### src/rtl/sub_32_pipe.sv
// ============================================================================
//  Module      : sub_32_pipe
//  Description : Two-stage pipelined 32-bit subtractor, d = a - b - b_in.
//                Stage 1 computes the low 16 bits and their borrow. Stage 2
//                computes the high 16 bits from that borrow. Both stages use
//                valid/ready handshakes with full-throughput backpressure.
//                Define SUB32_FLAGS_EN to generate the ovf and zero flags.
//                In the default build ovf and zero are tied to 0.
//  Revision    : 1.0 - initial release
// ============================================================================
`default_nettype none

module sub_32_pipe (
    input  logic        clk,
    input  logic        rst_n,
    input  logic        in_valid,
    output logic        in_ready,
    input  logic [31:0] a,
    input  logic [31:0] b,
    input  logic        b_in,
    output logic        out_valid,
    input  logic        out_ready,
    output logic [31:0] d,
    output logic        b_out,
    output logic        ovf,
    output logic        zero
);

    localparam int unsigned c_HALF = 16;

    // ------------------------------------------------------------------
    // Stage 1 state
    // ------------------------------------------------------------------
    logic              r_s1_valid;
    logic [c_HALF-1:0] r_s1_dlo;
    logic              r_s1_borrow;
    logic [c_HALF-1:0] r_s1_a_hi;   // bit 15 is the minuend sign bit
    logic [c_HALF-1:0] r_s1_b_hi;   // bit 15 is the subtrahend sign bit

    // ------------------------------------------------------------------
    // Stage 2 state
    // ------------------------------------------------------------------
    logic        r_s2_valid;
    logic [31:0] r_d;
    logic        r_b_out;

    // ------------------------------------------------------------------
    // Handshake control
    // ------------------------------------------------------------------
    logic w_s2_free;     // stage 2 is empty or its result leaves this edge
    logic w_s2_load;     // stage 2 captures stage 1 this edge
    logic w_s1_take;     // stage 1 may capture new operands this edge
    logic w_accept;      // an operand set is accepted this edge

    assign w_s2_free = !r_s2_valid || out_ready;
    assign w_s2_load = r_s1_valid && w_s2_free;
    // Stage 1 is free when it is empty or its content moves to stage 2.
    // This does not depend on in_valid.
    assign w_s1_take = !r_s1_valid || w_s2_free;
    assign w_accept  = in_valid && w_s1_take;
    assign in_ready  = w_s1_take;

    // ------------------------------------------------------------------
    // Arithmetic. The 17-bit subtractions return the borrow in bit 16.
    // ------------------------------------------------------------------
    logic [c_HALF:0] w_lo;
    logic [c_HALF:0] w_hi;

    assign w_lo = {1'b0, a[c_HALF-1:0]} - {1'b0, b[c_HALF-1:0]} - {{c_HALF{1'b0}}, b_in};
    assign w_hi = {1'b0, r_s1_a_hi} - {1'b0, r_s1_b_hi} - {{c_HALF{1'b0}}, r_s1_borrow};

    // Stage 1 valid bit. It is refilled or drained whenever the slot is free.
    always_ff @(posedge clk or negedge rst_n) begin
        if (!rst_n) begin
            r_s1_valid <= 1'b0;
        end else if (w_s1_take) begin
            r_s1_valid <= in_valid;
        end
    end

    // Stage 1 data. It captures the low half and the raw high operands.
    always_ff @(posedge clk or negedge rst_n) begin
        if (!rst_n) begin
            r_s1_dlo    <= '0;
            r_s1_borrow <= 1'b0;
            r_s1_a_hi   <= '0;
            r_s1_b_hi   <= '0;
        end else if (w_accept) begin
            r_s1_dlo    <= w_lo[c_HALF-1:0];
            r_s1_borrow <= w_lo[c_HALF];
            r_s1_a_hi   <= a[31:c_HALF];
            r_s1_b_hi   <= b[31:c_HALF];
        end
    end

    // Stage 2 valid bit. While the output is stalled, it is held.
    always_ff @(posedge clk or negedge rst_n) begin
        if (!rst_n) begin
            r_s2_valid <= 1'b0;
        end else if (w_s2_free) begin
            r_s2_valid <= r_s1_valid;
        end
    end

    // Stage 2 result. The high half combines with the registered low half.
    always_ff @(posedge clk or negedge rst_n) begin
        if (!rst_n) begin
            r_d     <= '0;
            r_b_out <= 1'b0;
        end else if (w_s2_load) begin
            r_d     <= {w_hi[c_HALF-1:0], r_s1_dlo};
            r_b_out <= w_hi[c_HALF];
        end
    end

    assign out_valid = r_s2_valid;
    assign d         = r_d;
    assign b_out     = r_b_out;

`ifdef SUB32_FLAGS_EN
    // ------------------------------------------------------------------
    // Flags. The low-half zero test is registered in stage 1.
    // The high-half test and overflow are resolved in stage 2.
    // ------------------------------------------------------------------
    logic r_s1_lo_zero;
    logic r_ovf;
    logic r_zero;
    logic w_ovf;
    logic w_zero;

    // Overflow: operand signs differ and the result sign differs from a.
    assign w_ovf  = (r_s1_a_hi[c_HALF-1] != r_s1_b_hi[c_HALF-1]) &&
                    (w_hi[c_HALF-1] != r_s1_a_hi[c_HALF-1]);
    assign w_zero = r_s1_lo_zero && (w_hi[c_HALF-1:0] == '0);

    // Stage 1 low-half zero flag. It travels with the operand set.
    always_ff @(posedge clk or negedge rst_n) begin
        if (!rst_n) begin
            r_s1_lo_zero <= 1'b0;
        end else if (w_accept) begin
            r_s1_lo_zero <= (w_lo[c_HALF-1:0] == '0);
        end
    end

    // Stage 2 flag registers. They load in step with d and b_out.
    always_ff @(posedge clk or negedge rst_n) begin
        if (!rst_n) begin
            r_ovf  <= 1'b0;
            r_zero <= 1'b0;
        end else if (w_s2_load) begin
            r_ovf  <= w_ovf;
            r_zero <= w_zero;
        end
    end

    assign ovf  = r_ovf;
    assign zero = r_zero;
`else
    assign ovf  = 1'b0;
    assign zero = 1'b0;
`endif

endmodule

`default_nettype wire

### config.mk
export PLATFORM = sky130hd
export DESIGN_NAME = sub_32_pipe
export DESIGN_NICKNAME = d
export VERILOG_FILES = /design/src/rtl/sub_32_pipe.sv
export SDC_FILE = /design/constraint.sdc
export NUM_CORES = 1
export LEC_CHECK = 0
export ABC_AREA = 1
export CORE_ASPECT_RATIO = 1.5
export CORE_MARGIN = 3
export CORE_UTILIZATION = 35
export CTS_BUF_LIST = sky130_fd_sc_hd__clkbuf_16
export CTS_CLUSTER_DIAMETER = 100
export DETAILED_ROUTE_END_ITERATION = 16
export SLEW_MARGIN = 30
export SYNTH_ARGS = -nofsm -noshare
export SYNTH_HDL_FRONTEND = slang
export SYNTH_SLANG_ARGS = --single-unit
### constraint.sdc
create_clock -name clk -period 3.1 [get_ports clk]
set_clock_uncertainty 0.2 [all_clocks]
set_input_delay 0.62 -clock clk [delete_from_list [all_inputs] [get_ports clk]]
set_output_delay 0.62 -clock clk [all_outputs]
set_load 0.01 [all_outputs]
Yosys cells after proc, flatten, opt, wreduce, memory -nomap -nowiden
Index checks and enable logic that the tools add are counted.
- $add $sub $neg: 4
- reductions and logical operators: 6
- operators with widths (kind ; count):
    $sub A16 B16 Y17 ; 2
    $sub A17 B1 Y17 ; 2
    $logic_and A1 B1 Y1 ; 2
    $logic_not A1 Y1 ; 2
    $logic_or A1 B1 Y1 ; 2
- output and inout port bits: 37
- word-level logic and storage cells: 18
- register bits after elaboration: 84
- bits of input ports: 69

Logic depth before layout (Yosys ltp)
Gate-level depths: netlist of run 1.
- depth after elaboration: 4
- gate-level depth with buffers: 15
- gate-level depth less buffers: 15

Worst setup path before layout of run 1
No wires, ideal clock.
- path kind: input port to flip-flop
- start: in b[0]
- end: reg r_s1_dlo[15]
- setup time: 117 ps
- path buffers: 0
- stages: 14
- data required time: 2783 ps
- data arrival time: 1952 ps
- path slack: 831 ps
- path through: inv_1 > fa_1 > inv_1 > ha_1 > inv_1 > nand2_1 > nand2_1 > nand2_1 > nand2_1 > nand2_2 > nand2_1 > nand3_1 > nand3_1 > nand2_1
- word-level cells in the longest chain between the ends: 2
- ends and longest elaborated chain (element ; RTL line ; RTL):
    start, declared ; 19 ; input logic [31:0] b,
    $sub A16 B16 Y17 ; 69 ; assign w_lo = {1'b0, a[c_HALF-1:0]} - {1'b0, b[c_HALF-1:0]} - {{c_HALF{1'b0}}, b_in};
    $sub A17 B1 Y17 ; 69 ;
    end signal, assigned ; 89 ; r_s1_dlo <= w_lo[c_HALF-1:0];
    end, declared ; 35 ; logic [c_HALF-1:0] r_s1_dlo;
No other way between the ends.
A chain may end at the register's enable or synchronous reset.

Worst setup path after layout of run 1
- start: in out_ready
- end: out in_ready
- word-level cells in the longest chain between the ends: 2
- ends and longest elaborated chain (element ; RTL line ; RTL):
    start, declared ; 22 ; input logic out_ready,
    $logic_or A1 B1 Y1 ; 55 ; assign w_s2_free = !r_s2_valid || out_ready;
    $logic_or A1 B1 Y1 ; 59 ; assign w_s1_take = !r_s1_valid || w_s2_free;
    end, declared ; 17 ; output logic in_ready,
No other way between the ends.

==> results_dict.tcl, run 1 <==
set metrics [dict create \
    status "finished clean" \
    drv_cap 0 \
    initial_core_util 0.363 \
    cts_resized 0 \
    core-area_sq_mm 0.0158 \
    dr_total_vias 5039 \
    setup_viol 0 \
    drc 0 \
    ys_ff_latch 84 \
    first_iter_violations 175 \
    cts-hold-fix-buffers 0 \
    post_cts_buffers 0 \
    antenna_cells 0 \
    hold_violations 0 \
    avgSynthCellArea_sq_um 6.95 \
    gp_congestion 0.834 \
    layout.nets 1062 \
    cts_tree "built" \
    critPathCaptureType "output port" \
    synth_top_area_frac 0.366 \
    port_buffers 103 \
    grt_pass1_wl_microns 22500 \
    row_count 56 \
    rsz0062_at_grt "no" \
    ant_nets 0 \
    hp-class "in -> async" \
    drt_wl_total_microns 13000 \
    worstMarginPinSlew_ns 0.597 \
    drt_pass1_iterations 4 \
    critical_path_class "in -> out" \
    track_usage 0.152 \
    power.density_mw_per_mm2 674 \
    cpMaxStageDelayCell "clkdlybuf4s50_1" \
    clockBufferDepth 2 \
    worstSetupStartpointType "input port" \
    viasPerCell 4.43 \
    timing.setup.tns_ns 0 \
    synth_cell_type_count 24 \
    grt_overflow_total 0 \
    drt-wirelength-per-cell_microns 11.4 \
    post-route-util 0.460 \
    htree_levels 3 \
    relSlewSlack 0.602 \
    die_y_microns 163 \
    p_total_mw 4.91 \
    irDropWorstVdd_mv 0.347 \
    nFillCells 1712 \
    slew_violations 0 \
    area_growth_pct 26.8 \
    dp_hpwl_microns 10300 \
    yosys-top-cells-area "dfrtp_1, nand2_1, ha_1, inv_1, o21ai_0" \
    clkLatencyLatePin_ns 0.34 \
    grt_max_degree 58 \
    ys_warn_count 0 \
    antenna_found_initial 0 \
    cts_sinks 84 \
    cts_buffers 9 \
    layout_common_cells "nand2_1, inv_1, clkdlybuf4s50_1, dfrtp_1, ha_1" \
    synth_area_leader_cell "dfrtp_1" \
    worst_slack_ns 0.467 \
    grt_pass1_vias 4891 \
    die_x_microns 111 \
    leakage_nw 4.13 \
    cp_cell_sequence "clkdlybuf4s50_1 -> inv_1 -> nand3_2 -> clkdlybuf4s50_1" \
    path_common_cell "clkdlybuf4s50_1" \
    crit_buf_inv 3 \
    critical_path_arrival_ns 1.81 \
    max_freq_mhz 380 \
    crit_fanout 3 \
    final_common_cell "nand2_1" \
    clk_pin_slew_ns 0.06 \
    drive_above_1_share 0.0343 \
    fin_crit_ns 2.63 \
    cpPeakStageDelay_ns 0.55 \
    syn_area_sq_mm 0.00575 \
    ys_seq_area_frac 0.366 \
    ios 106 \
    min_period_over_period 0.849 \
    die-area_sq_mm 0.0180 \
    worstPathRequired_ns 2.28 \
    syn_inst 827 \
    path_delay_family "buffers and inverters" \
    place_ws_ns 0.175 \
    clock-root-buffer "clkbuf_16" \
]
worst paths after layout:
path | cells past startpoint | end | startpoint | slack [ns]
min in group clk | 2 | d[12]$_DFFE_PN0P_ | r_s1_dlo[12]$_DFFE_PN0P_ | 0.27
max in group asynchronous | 2 | d[10]$_DFFE_PN0P_ | rst_n | 1.99
max | 4 | in_ready | out_ready | 0.47
min reg2reg | 2 | d[12]$_DFFE_PN0P_ | r_s1_dlo[12]$_DFFE_PN0P_ | 0.27
min | 1 | r_s1_a_hi[9]$_DFFE_PN0P_ | rst_n | 0.09
max reg2reg | 14 | d[26]$_DFFE_PN0P_ | r_s1_borrow$_DFFE_PN0P_ | 0.81
where the power goes:
part           internal, mW  switching [mW]  total, mW  leakage (nW)
logic                  1.02            1.22       2.24          2.96
registers              1.41           0.179       1.59          1.03
clock network         0.629           0.454       1.08         0.144
cells by family after synthesis:
family          Yosys count  share of synthesized area
simple gates            406                      0.280
buf+inv                 205                      0.141
other cells               1                   0.000652
fa+ha+maj                64                      0.145
xor+xnor                 14                     0.0213
compound gates           53                     0.0466
flops                    84                      0.366
per-layer routing:
layer  part of all wire  wire [microns]  global-route usage
met1               0.41            5270               0.170
met2               0.54            6980               0.290
met3              0.028             368              0.0242
met4              0.026             333              0.0549
met5                  0               0                   0
stage by stage:
step / hold slack (ns) / instances / cell area [sq um]
2_1_floorplan: 0.124 / 828 / 5750
3_3_place_gp: 0.250 / 1121 / 6990
3_5_place_dp: 0.257 / 1121 / 6990
4_1_cts: 0.102 / 1137 / 7290
5_1_grt: 0.126 / 1137 / 7290
6_report: 0.0874 / 1137 / 7290
flip-flops by register name, indices dropped and copies added (netlist names):
signal and flops:
r_s1_a_hi 16, r_s1_b_hi 16, out_valid 1, b_out 1, d 32, r_s1_valid 1, r_s1_dlo 16, r_s1_borrow 1
area by class of cell:
type,instances,area (sq um),share of cell area
Multi-Input combinational cell,539,2840,0.390
Sequential cell,84,2100,0.289
Timing Repair Buffer,108,1090,0.150
Inverter,187,702,0.0963
Tap cell,203,254,0.0349
Clock buffer,9,225,0.0309
Clock inverter,7,72.6,0.00996
cell usage after synthesis (all sizes together):
cell type and count:
fa 4, xnor2 14, nor3 6, nand3 30, dfrtp 84, inv 187
nand3b 3, a31oi 2, clkbuf 1, conb 1, o21ai 35, ha 60
or2 2, nor2 24, a21oi 16, nand2 339, buf 17, and2 2
No activity file was read; power rests on OpenSTA's default activity.
==> inputs of run 2 (changes only) <==
- clock period: 3.1 -> 2.55 ns (I/O delays scaled with it)
==> results_dict.tcl, run 2 (same netlist as run 1, synthesis figures left out) <==
set metrics [dict create \
    startpoint "out_ready" \
    worst_slack_ns 0.121 \
    die_y_microns 163 \
    antenna_found_initial 0 \
    ant_nets 0 \
    grt_max_degree 47 \
    rr_startpoint "r_s1_borrow$_DFFE_PN0P_" \
    max_freq_mhz 412 \
    slew_violations 0 \
    initial_core_util 0.363 \
    hp-class "reg -> reg" \
    drv_cap 0 \
    rsz0062_at_grt "yes" \
    status "finished clean" \
    critical_path_class "in -> out" \
    min_period_over_period 0.953 \
    core-area_sq_mm 0.0158 \
    irDropWorstVdd_mv 0.426 \
    setup_viol 0 \
    drt_wl_total_microns 12900 \
    relSlewSlack 0.654 \
    htree_levels 3 \
    nFillCells 1638 \
    grt_pass1_vias 4908 \
    grt_pass1_wl_microns 22000 \
    p_total_mw 6.13 \
    internal_power_mw 3.87 \
    hold_depth 2 \
    die-area_sq_mm 0.0180 \
    hold_ws_ns 0.266 \
    place_ws_ns -0.216 \
    crit_end "in_ready" \
    track_usage 0.149 \
    power_frac_clock 0.230 \
    largest_register_ffs 32 \
    clockBufferDepth 2 \
    worstMarginPinSlew_ns 0.520 \
    grt_overflow_total 0 \
    worstSetupStartpointType "input port" \
    power_frac_seq 0.315 \
    drc 0 \
    timing.setup.tns_ns 0 \
    critPathCaptureType "output port" \
    antenna_cells 0 \
    clkLatencyLatePin_ns 0.34 \
    layout.nets 1081 \
    port_buffers 103 \
    fin_crit_ns 2.43 \
    drive_above_1_share 0.0577 \
    post-route-util 0.472 \
    die_x_microns 111 \
    ios 106 \
    critical_path_arrival_ns 1.72 \
    viasPerCell 4.35 \
    cts_buffers 9 \
    rrSetupSlack_ns 0.26 \
    clock-root-buffer "clkbuf_16" \
    r2r_cells 14 \
    dp_hpwl_microns 10200 \
    cts_sinks 84 \
    area_growth_pct 30.1 \
    cts_tree "built" \
    first_iter_violations 170 \
    worstPathRequired_ns 1.84 \
    post_cts_buffers 0 \
    power.density_mw_per_mm2 820 \
    multi_input_area_sq_mm 0.00285 \
    final_common_cell "nand2_1" \
    switching_share 0.369 \
    clk_pin_slew_ns 0.07 \
    p_comb_frac 0.455 \
    dr_total_vias 5023 \
    register_area_sq_mm 0.00210 \
    leakage_nw 4.22 \
    gp_congestion 0.823 \
    p_switching_mw 2.26 \
    crit_fanout 3 \
    hold_violations 0 \
    r2r_end "d[30]$_DFFE_PN0P_" \
    row_count 56 \
    drt_pass1_iterations 4 \
    drt-wirelength-per-cell_microns 11.1 \
    layout_common_cells "nand2_1, inv_1, clkdlybuf4s50_1, dfrtp_1, ha_1" \
]
==> run 2: repair_timing <==
| action | in CTS | in global routing |
|---|---|---|
| hold buffers | 1 | 0 |
| setup endpoints to repair | 0 | 6 |
| hold endpoints to repair | 38 | 0 |
| gates resized for setup | 0 | 4 |
==> run 2: critical path, stage by stage <==
cell and delay (ns):
clkdlybuf4s50_1 0.46, inv_1 0.07, nand3_2 0.12, clkdlybuf4s50_1 0.56
==> run 2: layout make-up <==
| type | count | area share |
|---|---|---|
| multi-input cells | 539 | 0.381 |
| flip-flops and latches | 84 | 0.281 |
| repair buffers | 127 | 0.167 |
| inverters | 187 | 0.0938 |
| well taps | 203 | 0.0340 |
| clock buffers | 9 | 0.0301 |
| clock inverters | 7 | 0.0132 |
==> run 2: power groups by stage <==
stage	clock [mW]	sequential (mW)	combinational (mW)
3_3_place_gp	0	1.95	2.80
4_1_cts	1.45	1.94	2.85
2_1_floorplan	0	2.02	1.64
6_report	1.41	1.93	2.79
3_5_place_dp	0	1.96	2.83
5_1_grt	1.49	1.98	3.23
==> run 2: per-stage QoR <==
step,std cells,instance area [sq um]
after detailed placement,1139,7140
after floorplan,828,5750
after CTS,1156,7470
after global routing,1156,7480
final,1156,7480
after global placement,1139,7140
==> run 2: how the worst min path moves through the flow <==
stage	startpoint	slack [ns]	endpoint
finish	r_s1_dlo[1]$_DFFE_PN0P_	0.27	d[1]$_DFFE_PN0P_
CTS	r_s1_dlo[1]$_DFFE_PN0P_	0.27	d[1]$_DFFE_PN0P_
global placement	r_s1_dlo[7]$_DFFE_PN0P_	0.25	d[7]$_DFFE_PN0P_
floorplan	rst_n	0.01	b_out$_DFFE_PN0P_
global route	r_s1_dlo[6]$_DFFE_PN0P_	0.29	d[6]$_DFFE_PN0P_
detailed placement	r_s1_dlo[1]$_DFFE_PN0P_	0.26	d[1]$_DFFE_PN0P_
==> run 2: per-layer routing <==
layer	global-route usage	routed length [microns]	up-vias
met5	0	0	-
met4	0.0566	353	0
met3	0.0201	312	21
met2	0.288	6930	79
met1	0.164	5270	2239
li1	-	-	2684
